File: config.mk
export PLATFORM = sky130hd
export DESIGN_NAME = conv3d_tap_accumulator_flat
export DESIGN_NICKNAME = d
export VERILOG_FILES = /design/src/rtl/conv3d_pkg.sv /design/src/rtl/conv3d_tap_accumulator_if.sv /design/src/rtl/conv3d_round_sat.sv /design/src/rtl/conv3d_tap_accumulator.sv /design/src/flat_wrapper.sv
export SDC_FILE = /design/constraint.sdc
export NUM_CORES = 2
export LEC_CHECK = 0
export CAP_MARGIN = 20
export CORE_MARGIN = 5
export CORE_UTILIZATION = 36
export CTS_BUF_LIST = sky130_fd_sc_hd__clkbuf_8
export CTS_CLUSTER_DIAMETER = 100
export CTS_CLUSTER_SIZE = 20
export DETAILED_ROUTE_END_ITERATION = 10
export HOLD_SLACK_MARGIN = 0.02
export RECOVER_POWER = 25
export SYNTH_ARGS = -nofsm -noshare
export SYNTH_HDL_FRONTEND = slang
export SYNTH_HIERARCHICAL = 1
export SYNTH_SLANG_ARGS = --single-unit
File: constraint.sdc
create_clock -name clk -period 23.1 [get_ports clk]
set_input_delay 5.775 -clock clk [delete_from_list [all_inputs] [get_ports clk]]
set_output_delay 5.775 -clock clk [all_outputs]
set_load 0.05 [all_outputs]
File: src/rtl/conv3d_pkg.sv
`default_nettype none
// ============================================================================
// Module   : conv3d_pkg
// Purpose  : Shared defaults, FSM encoding and accumulator sizing helper for
//            the conv3d accumulator family.
// Revision : 1.0 - initial release
// ============================================================================
package conv3d_pkg;

    localparam int DATA_W_DEF    = 32;
    localparam int FRAC_BITS_DEF = 16;

    typedef enum logic [1:0] {
        ACC  = 2'd0,
        WAIT = 2'd1,
        EMIT = 2'd2
    } state_t;

    // Smallest accumulator that cannot wrap: full product, one bit per doubling
    // of the tap count, plus one bit of headroom for the bias term.
    function automatic int acc_w_min(input int data_w, input int taps);
        return 2 * data_w + $clog2(taps) + 1;
    endfunction

endpackage
`default_nettype wire

File: src/rtl/conv3d_tap_accumulator_if.sv
`default_nettype none
// ============================================================================
// Module   : conv3d_tap_accumulator_if
// Purpose  : Beat input and voxel result handshakes of the tap accumulator.
// Revision : 1.0 - initial release
// ============================================================================
interface conv3d_tap_accumulator_if #(
    parameter int DATA_W = conv3d_pkg::DATA_W_DEF
);

    logic              valid_in;
    logic              ready_in;
    logic [DATA_W-1:0] input_data;
    logic [DATA_W-1:0] weight_data;
    logic [DATA_W-1:0] bias_data;
    logic              valid_out;
    logic              ready_out;
    logic [DATA_W-1:0] output_data;
    logic              sat_out;

    // Environment side: produces beats and consumes results.
    modport master (
        output valid_in, input_data, weight_data, bias_data, ready_out,
        input  ready_in, valid_out, output_data, sat_out
    );

    modport slave (
        input  valid_in, input_data, weight_data, bias_data, ready_out,
        output ready_in, valid_out, output_data, sat_out
    );

endinterface
`default_nettype wire

File: src/rtl/conv3d_round_sat.sv
`default_nettype none
// ============================================================================
// Module   : conv3d_round_sat
// Purpose  : Round-half-up and saturate a wide fixed-point sum to DATA_W bits.
// Revision : 1.0 - initial release
// ============================================================================
module conv3d_round_sat #(
    parameter int ACC_W     = 80,
    parameter int DATA_W    = conv3d_pkg::DATA_W_DEF,
    parameter int FRAC_BITS = conv3d_pkg::FRAC_BITS_DEF
) (
    input  wire logic signed [ACC_W-1:0] i_sum,
    output logic             [DATA_W-1:0] o_data,
    output logic                          o_sat
);

    localparam logic signed [ACC_W-1:0] c_HALF =
        {{(ACC_W-FRAC_BITS){1'b0}}, 1'b1, {(FRAC_BITS-1){1'b0}}};
    localparam logic [DATA_W-1:0] c_MAX = {1'b0, {(DATA_W-1){1'b1}}};
    localparam logic [DATA_W-1:0] c_MIN = {1'b1, {(DATA_W-1){1'b0}}};

    logic signed [ACC_W-1:0]        w_rnd;
    logic signed [ACC_W-1:0]        w_shift;
    logic        [ACC_W-DATA_W:0]   w_upper;
    logic                           w_ovf;

    assign w_rnd   = i_sum + c_HALF;
    assign w_shift = w_rnd >>> FRAC_BITS;

    // Fits iff every bit above the result's sign bit matches it.
    assign w_upper = w_shift[ACC_W-1:DATA_W-1];
    assign w_ovf   = !((&w_upper) || (~|w_upper));

    assign o_sat  = w_ovf;
    assign o_data = w_ovf ? (w_shift[ACC_W-1] ? c_MIN : c_MAX)
                          : w_shift[DATA_W-1:0];

endmodule
`default_nettype wire

File: src/rtl/conv3d_tap_accumulator.sv
`default_nettype none
// ============================================================================
// Module   : conv3d_tap_accumulator
// Purpose  : Multiply-accumulate one conv window of taps, add bias, then
//            round/saturate to Q16.16 and hand out one voxel per window.
// Revision : 1.0 - initial release
// ============================================================================
module conv3d_tap_accumulator
    import conv3d_pkg::*;
#(
    parameter int DATA_W      = DATA_W_DEF,
    parameter int FRAC_BITS   = FRAC_BITS_DEF,
    parameter int IN_CHANNELS = 4,
    parameter int KERNEL_SIZE = 3,
    parameter int ACC_W       = 80
) (
    input  wire logic                 clk,
    input  wire logic                 rst,
    conv3d_tap_accumulator_if.slave   bus
);

    localparam int TAPS  = IN_CHANNELS * KERNEL_SIZE * KERNEL_SIZE * KERNEL_SIZE;
    localparam int CNT_W = $clog2(TAPS);
    localparam logic [CNT_W-1:0] c_LAST_TAP = CNT_W'(TAPS - 1);

    generate
        if (ACC_W < acc_w_min(DATA_W, TAPS)) begin : g_acc_w_check
            $error("conv3d_tap_accumulator: ACC_W too small for the tap count");
        end
        if (FRAC_BITS < 1 || FRAC_BITS >= DATA_W) begin : g_frac_check
            $error("conv3d_tap_accumulator: FRAC_BITS out of range");
        end
    endgenerate

    state_t                       r_state;
    logic [CNT_W-1:0]             r_tap_cnt;
    logic signed [2*DATA_W-1:0]   r_prod;
    logic                         r_prod_vld;
    logic signed [ACC_W-1:0]      r_acc;
    logic signed [DATA_W-1:0]     r_bias;
    logic                         r_valid_out;
    logic [DATA_W-1:0]            r_output_data;
    logic                         r_sat_out;

    logic                         w_ready_in;
    logic                         w_beat;
    logic signed [DATA_W-1:0]     w_in;
    logic signed [DATA_W-1:0]     w_wt;
    logic signed [2*DATA_W-1:0]   w_prod;
    logic signed [ACC_W-1:0]      w_prod_ext;
    logic signed [ACC_W-1:0]      w_bias_ext;
    logic signed [ACC_W-1:0]      w_sum;
    logic [DATA_W-1:0]            w_rs_data;
    logic                         w_rs_sat;

    assign w_ready_in = (r_state == ACC);
    assign w_beat     = bus.valid_in && w_ready_in;

    assign w_in   = bus.input_data;
    assign w_wt   = bus.weight_data;
    assign w_prod = w_in * w_wt;

    assign w_prod_ext = {{(ACC_W-2*DATA_W){r_prod[2*DATA_W-1]}}, r_prod};
    // Bias is Q16.16 while the product sum carries 2*FRAC_BITS fraction bits.
    assign w_bias_ext = {{(ACC_W-DATA_W-FRAC_BITS){r_bias[DATA_W-1]}}, r_bias,
                         {FRAC_BITS{1'b0}}};
    assign w_sum      = r_acc + w_prod_ext + w_bias_ext;

    conv3d_round_sat #(
        .ACC_W     (ACC_W),
        .DATA_W    (DATA_W),
        .FRAC_BITS (FRAC_BITS)
    ) u_round_sat (
        .i_sum  (w_sum),
        .o_data (w_rs_data),
        .o_sat  (w_rs_sat)
    );

    always_ff @(posedge clk) begin
        if (rst) begin
            r_state       <= ACC;
            r_tap_cnt     <= '0;
            r_prod        <= '0;
            r_prod_vld    <= 1'b0;
            r_acc         <= '0;
            r_bias        <= '0;
            r_valid_out   <= 1'b0;
            r_output_data <= '0;
            r_sat_out     <= 1'b0;
        end else begin
            case (r_state)
                ACC: begin
                    // The product pipeline lags one beat; the last product is
                    // folded in by the WAIT state's sum instead.
                    if (r_prod_vld) begin
                        r_acc <= r_acc + w_prod_ext;
                    end
                    if (w_beat) begin
                        r_prod     <= w_prod;
                        r_prod_vld <= 1'b1;
                        if (r_tap_cnt == '0) begin
                            r_bias <= bus.bias_data;
                        end
                        if (r_tap_cnt == c_LAST_TAP) begin
                            r_tap_cnt <= '0;
                            r_state   <= WAIT;
                        end else begin
                            r_tap_cnt <= r_tap_cnt + 1'b1;
                        end
                    end else begin
                        r_prod_vld <= 1'b0;
                    end
                end
                WAIT: begin
                    r_output_data <= w_rs_data;
                    r_sat_out     <= w_rs_sat;
                    r_valid_out   <= 1'b1;
                    r_prod_vld    <= 1'b0;
                    r_state       <= EMIT;
                end
                EMIT: begin
                    if (bus.ready_out) begin
                        r_valid_out <= 1'b0;
                        r_acc       <= '0;
                        r_state     <= ACC;
                    end
                end
                default: begin
                    r_state <= ACC;
                end
            endcase
        end
    end

    assign bus.ready_in    = w_ready_in;
    assign bus.valid_out   = r_valid_out;
    assign bus.output_data = r_output_data;
    assign bus.sat_out     = r_sat_out;

endmodule
`default_nettype wire

File: src/flat_wrapper.sv
// flat-port wrapper written by rule: the top's interface ports become plain ports
module conv3d_tap_accumulator_flat import conv3d_pkg::*;
#(
    parameter int DATA_W      = DATA_W_DEF,
    parameter int FRAC_BITS   = FRAC_BITS_DEF,
    parameter int IN_CHANNELS = 4,
    parameter int KERNEL_SIZE = 3,
    parameter int ACC_W       = 80
)
  (clk, rst, bus_valid_in, bus_input_data, bus_weight_data, bus_bias_data, bus_ready_out, bus_ready_in, bus_valid_out, bus_output_data, bus_sat_out);
  conv3d_tap_accumulator_if #(.DATA_W(DATA_W)) bus_i ();
  input  wire logic clk;
  input  wire logic rst;
  input wire logic [$bits(bus_i.valid_in)-1:0] bus_valid_in;
  input wire logic [$bits(bus_i.input_data)-1:0] bus_input_data;
  input wire logic [$bits(bus_i.weight_data)-1:0] bus_weight_data;
  input wire logic [$bits(bus_i.bias_data)-1:0] bus_bias_data;
  input wire logic [$bits(bus_i.ready_out)-1:0] bus_ready_out;
  output wire logic [$bits(bus_i.ready_in)-1:0] bus_ready_in;
  output wire logic [$bits(bus_i.valid_out)-1:0] bus_valid_out;
  output wire logic [$bits(bus_i.output_data)-1:0] bus_output_data;
  output wire logic [$bits(bus_i.sat_out)-1:0] bus_sat_out;
  assign bus_i.valid_in = bus_valid_in;
  assign bus_i.input_data = bus_input_data;
  assign bus_i.weight_data = bus_weight_data;
  assign bus_i.bias_data = bus_bias_data;
  assign bus_i.ready_out = bus_ready_out;
  assign bus_ready_in = bus_i.ready_in;
  assign bus_valid_out = bus_i.valid_out;
  assign bus_output_data = bus_i.output_data;
  assign bus_sat_out = bus_i.sat_out;
  conv3d_tap_accumulator #(.DATA_W(DATA_W), .FRAC_BITS(FRAC_BITS), .IN_CHANNELS(IN_CHANNELS), .KERNEL_SIZE(KERNEL_SIZE), .ACC_W(ACC_W)) u_core (.clk(clk), .rst(rst), .bus(bus_i));
endmodule
# [Word level (Yosys, flattened, before mapping)]
# Cells that the tools add are included.
[totals] ff_bits=220 input_bits=100 output_inout_bits=35 word_cells=51
[classes] addsub=4 mul=1 n_eq_ne=7 muxes=14 n_reduce_logical=16
[ops] operator="$mux 80" count=2
[ops] operator="$pmux 80 s2" count=1
[ops] operator="$add 80x17->80 const B" count=1
[ops] operator="$add 80x48->80" count=1
[ops] operator="$add 80x64->80" count=1
[ops] operator="$mul 32x32->64" count=1
[ops] operator="$mux 32" count=2
[ops] operator="$reduce_and 33->1" count=1
[ops] operator="$reduce_or 33->1" count=1
[ops] operator="$reduce_and 3->1" count=3
[ops] operator="$add 7x1->7 const B" count=1
[ops] operator="$eq 7x7->1 const B" count=1
[ops] operator="$logic_not 7->1" count=1
[ops] operator="$mux 7" count=1
[ops] operator="$mux 2" count=3
[ops] operator="$ne 2x2->1 const B" count=3
[ops] operator="$pmux 2 s3" count=1
[ops] operator="$reduce_bool 2->1" count=3
[ops] operator="$pmux 1 s2" count=2
[ops] operator="$reduce_and 2->1" count=2
[ops] operator="$eq 2x1->1 const B" count=1
[ops] operator="$eq 2x2->1 const B" count=1
[ops] operator="$logic_not 1->1" count=2
[ops] operator="$logic_not 2->1" count=1
[ops] operator="other kinds (4)" count=5

# [Depth between registers and ports, before layout]
[logic_depth] ltp_word=7 mapped_depth=39 ltp_nobuf=37

# [By module]
# Netlist, hierarchy kept.
[by_module_without_submodules] module="conv3d_tap_accumulator" instances=1 cells_per_inst=5965 area_per_inst_um2=51710.8 seq_area_each_um2=4404.2
[by_module_without_submodules] module="conv3d_round_sat" instances=1 cells_per_inst=345 area_per_inst_um2=2263.4 seq_area_each_um2=0.0

# [Worst setup path after synthesis]
# OpenSTA, ideal clock, no wires.
[synth_path] kind="input -> register" startpoint="in bus_weight_data[3]" endpoint="reg u_core.r_prod[63]" setup_ps=91 arrival_ps=13346 setup_slack_ps=9663 cell_stages=28 path_cell_list="clkbuf_1 -> nand2_1 -> fa_1 -> fa_1 -> inv_1 -> fa_1 -> fa_1 -> inv_1 -> fa_1 -> inv_1 -> fa_1 -> inv_1 -> fa_1 -> inv_1 -> fa_1 -> ha_1 -> clkbuf_1 -> a21o_1 -> a21oi_1 -> inv_1 -> a21oi_1 -> o21ai_0 -> a21oi_1 -> nor2_1 -> a311o_1 -> a21oi_1 -> nor3_1 -> a311oi_1"
[synth_via] elab_chain_cells=1
[synth_lines] item="from (decl)" line="flat_wrapper.sv:16" source="input wire logic [$bits(bus_i.weight_data)-1:0] bus_weight_data;"
[synth_lines] item="$mul 32x32->64" line="conv3d_tap_accumulator.sv:61" source="assign w_prod = w_in * w_wt;"
[synth_lines] item="to (signal assigned)" line="conv3d_tap_accumulator.sv:99" source="r_prod <= w_prod;"
[synth_lines] item="to (decl)" line="conv3d_tap_accumulator.sv:37" source="logic signed [2*DATA_W-1:0] r_prod;"
# No other way between the ends.
# A chain may end at the register's enable or synchronous reset.

# [Worst setup path in the final report]
[layout_path] startpoint="in bus_weight_data[4]" endpoint="reg u_core.r_prod[61]"
# The elaborated chain is that of the path after synthesis.

==> flow_summary.json <==
{
  "fmax_mhz": 70.2,
  "postCtsSetupBuffers": 0,
  "wl_met2_microns": 77000,
  "dieArea_sq_um": 158000,
  "end_kind": "flip-flop",
  "slew_viol_final": 182,
  "core_sq_um": 149000,
  "synth_fp_nets": 7824,
  "setup_violations": 0,
  "cts_tree": "yes",
  "skew_ns": 0.0217,
  "min-delay-start": "u_core/bus.output_data[7]",
  "hold_path_end": "u_core/bus.output_data[7]",
  "ys_types": 99,
  "yosysTopAreaCellShare_pct": 40.2,
  "async_flop_share_pct": 0,
  "rsz0062_at_grt": "false",
  "period_share_pct": 61.7,
  "nNetsFinal": 7693,
  "drive_gt1_share_pct": 2.72,
  "violations": "max-capacitance violations, max-slew violations",
  "gr-total-overflow": 0,
  "path_clk_slew_ns": 0.12,
  "viasPerCell": 5.17,
  "status": "finished with violations",
  "pin_count": 135,
  "drt_iter0_drc": 2461,
  "routed_wl_microns": 150000,
  "grt_pass1_vias": 45534,
  "cts.path.max_buffers": 3,
  "hold_ws_ns": 0.465,
  "netlist_instances": 6310,
  "cts_resized": 0,
  "hold_viol_final": 0,
  "start_util_pct": 36.1,
  "crit_path_start": "bus_weight_data[4]",
  "row_count": 142,
  "fin_setup_tns_ns": 0,
  "port-buffer-count": 134,
  "antenna_found_initial": 6,
  "path_class": "primary input to flip-flop",
  "synth.avg_cell_area_sq_um": 8.55,
  "via_count": 42392,
  "wl_per_cell_microns": 18.3,
  "hold_depth": 2,
  "netlist_area_sq_um": 54000,
  "drt_first_pass_iters": 7,
  "cp_max_fo": 32,
  "top_layer": "met5",
  "ys_seq_area_share_pct": 8.16,
  "area_growth_syn_to_layout_pct": 5.97,
  "final_cell_mix": "1084 x fa_1, 1070 x inv_1, 899 x nand2_1",
  "cpMostUsedCell": "fa_1",
  "wl_met1_microns": 62100,
  "mostFrequentLayoutCell": "fa_1",
  "drc": 0,
  "wl_met3_microns": 5820,
  "maxSlewHeadroom_pct": -103,
  "synthTopCellsByArea": "fa_1 40%, dfxtp_1 8.2%, ha_1 7.6%",
  "reg2reg_depth": 32,
  "r2r_end": "u_core/bus.output_data[7]",
  "grt_pass1_wl_microns": 246000,
  "die_height_microns": 397,
  "grtUsageTotal_pct": 19.2,
  "reg2reg_slack_ns": 13.32,
  "hpwl_microns": 120000,
  "tightestPinTransition_ns": 3.05,
  "max_cap_violations": 3,
  "cts_hold_buf": 0,
  "synth_top_area_cell": "fa_1",
  "root_buffer": "clkbuf_8",
  "grt_max_degree": 81,
  "clock_sinks": 220,
  "min_path_type": "flip-flop to flip-flop",
  "ant_nets": 0,
  "h-tree-depth": 1,
  "cts_buffers": 15,
  "ys_seq_elements": 220,
  "insertion_delay_ns": 0.58,
  "critical-path-max-stage-delay_ns": 1.04,
  "r2r-start": "u_core/r_prod[1]",
  "synth_warnings": 6,
  "required_ns": 23.41,
  "fp.dieW_microns": 397,
  "synth_edf_count": 0,
  "start_kind": "primary input",
  "gp_congestion": 0.888,
  "min_period_ns": 14.25,
  "cp_data_arrival_time_ns": 14.56,
  "synth_flop_cell": "dfxtp_1",
  "slowest_stage": "fa_1"
}
-- stage by stage --
stage	std cells	util, %	instance area (sq um)	setup slack, ns
final	8201	38.3	57200	8.85
after global routing	8200	38.3	57200	8.32
after CTS	8197	38.3	57200	8.96
after detailed placement	8177	38.1	56900	8.35
after global placement	8177	38.1	56900	8.43
after floorplan	6310	-	54000	9.66
-- worst max-delay path: cells and delay by family --
family,cells,cell delay [ns]
XOR/XNOR,1,0.16
AO/OA/AOI/OAI,8,1.46
adder cells (fa/ha/maj),9,5.34
buffers and inverters,8,1.55
AND/OR/NAND/NOR,2,0.22
-- cells in the mapped netlist (all sizes together), types with 22 or more instances --
cell type     n
a22o         31
nand2b       22
nand4        80
dfxtp       220
clkbuf      320
inv        1070
o31ai        27
nand2       899
nand3        91
and2        514
nor3         53
a22oi        53
xnor2       155
nor2        244
a211oi       22
a21o        120
nor4         30
o21bai       33
o21ai       155
o21a         27
buf          25
ha          330
xor2         90
fa         1084
a21oi       344
and3         30
a31oi        30
-- layer usage --
| metal | vias up | global-route usage, % |
|---|---|---|
| met5 | - | 0 |
| met4 | 2 | 5.49 |
| met3 | 207 | 1.53 |
| met2 | 966 | 35.3 |
| met1 | 21695 | 24.2 |
| li1 | 19522 | - |
-- area by class of cell --
class / count / area (sq um)
fill: 15300 / 92200
multi-input combinational: 4675 / 44300
sequential: 220 / 4400
inverter: 1070 / 4020
tap: 2016 / 2520
timing repair buffer: 197 / 1710
clock buffer: 16 / 220
clock inverter: 4 / 56.3
antenna: 3 / 7.51
-- worst max-delay path by stage --
stage	end	slack [ns]	cells past startpoint
2_1_floorplan	u_core/r_prod[63]	9.66	28
3_3_place_gp	u_core/r_prod[63]	8.43	28
3_5_place_dp	u_core/r_prod[63]	8.35	28
4_1_cts	u_core/r_prod[63]	8.96	28
5_1_grt	u_core/r_prod[61]	8.32	28
6_report	u_core/r_prod[61]	8.85	28
-- flip-flops by register name (all words and copies together) (netlist names) --
register,flops
u_core/bus.valid_out,1
u_core/r_bias,32
u_core/bus.sat_out,1
u_core/r_tap_cnt,7
u_core/bus.output_data,32
u_core/r_state,2
u_core/r_prod,64
u_core/r_prod_vld,1
u_core/r_acc,80
-- kinds of logic after synthesis --
| group | count (synthesis) | synth area share (%) |
|---|---|---|
| DFF | 220 | 8.16 |
| and+or+nand+nor | 2050 | 18.5 |
| buffers and inverters | 1415 | 9.90 |
| adders and majority gates | 1414 | 47.9 |
| muxes | 5 | 0.0950 |
| xor gates and xnor gates | 245 | 3.98 |
| AOI/OAI and AO/OA | 961 | 11.5 |
Power is not shown: default switching activity piles up to over one toggle a cycle in this logic, so the estimate is an artifact.
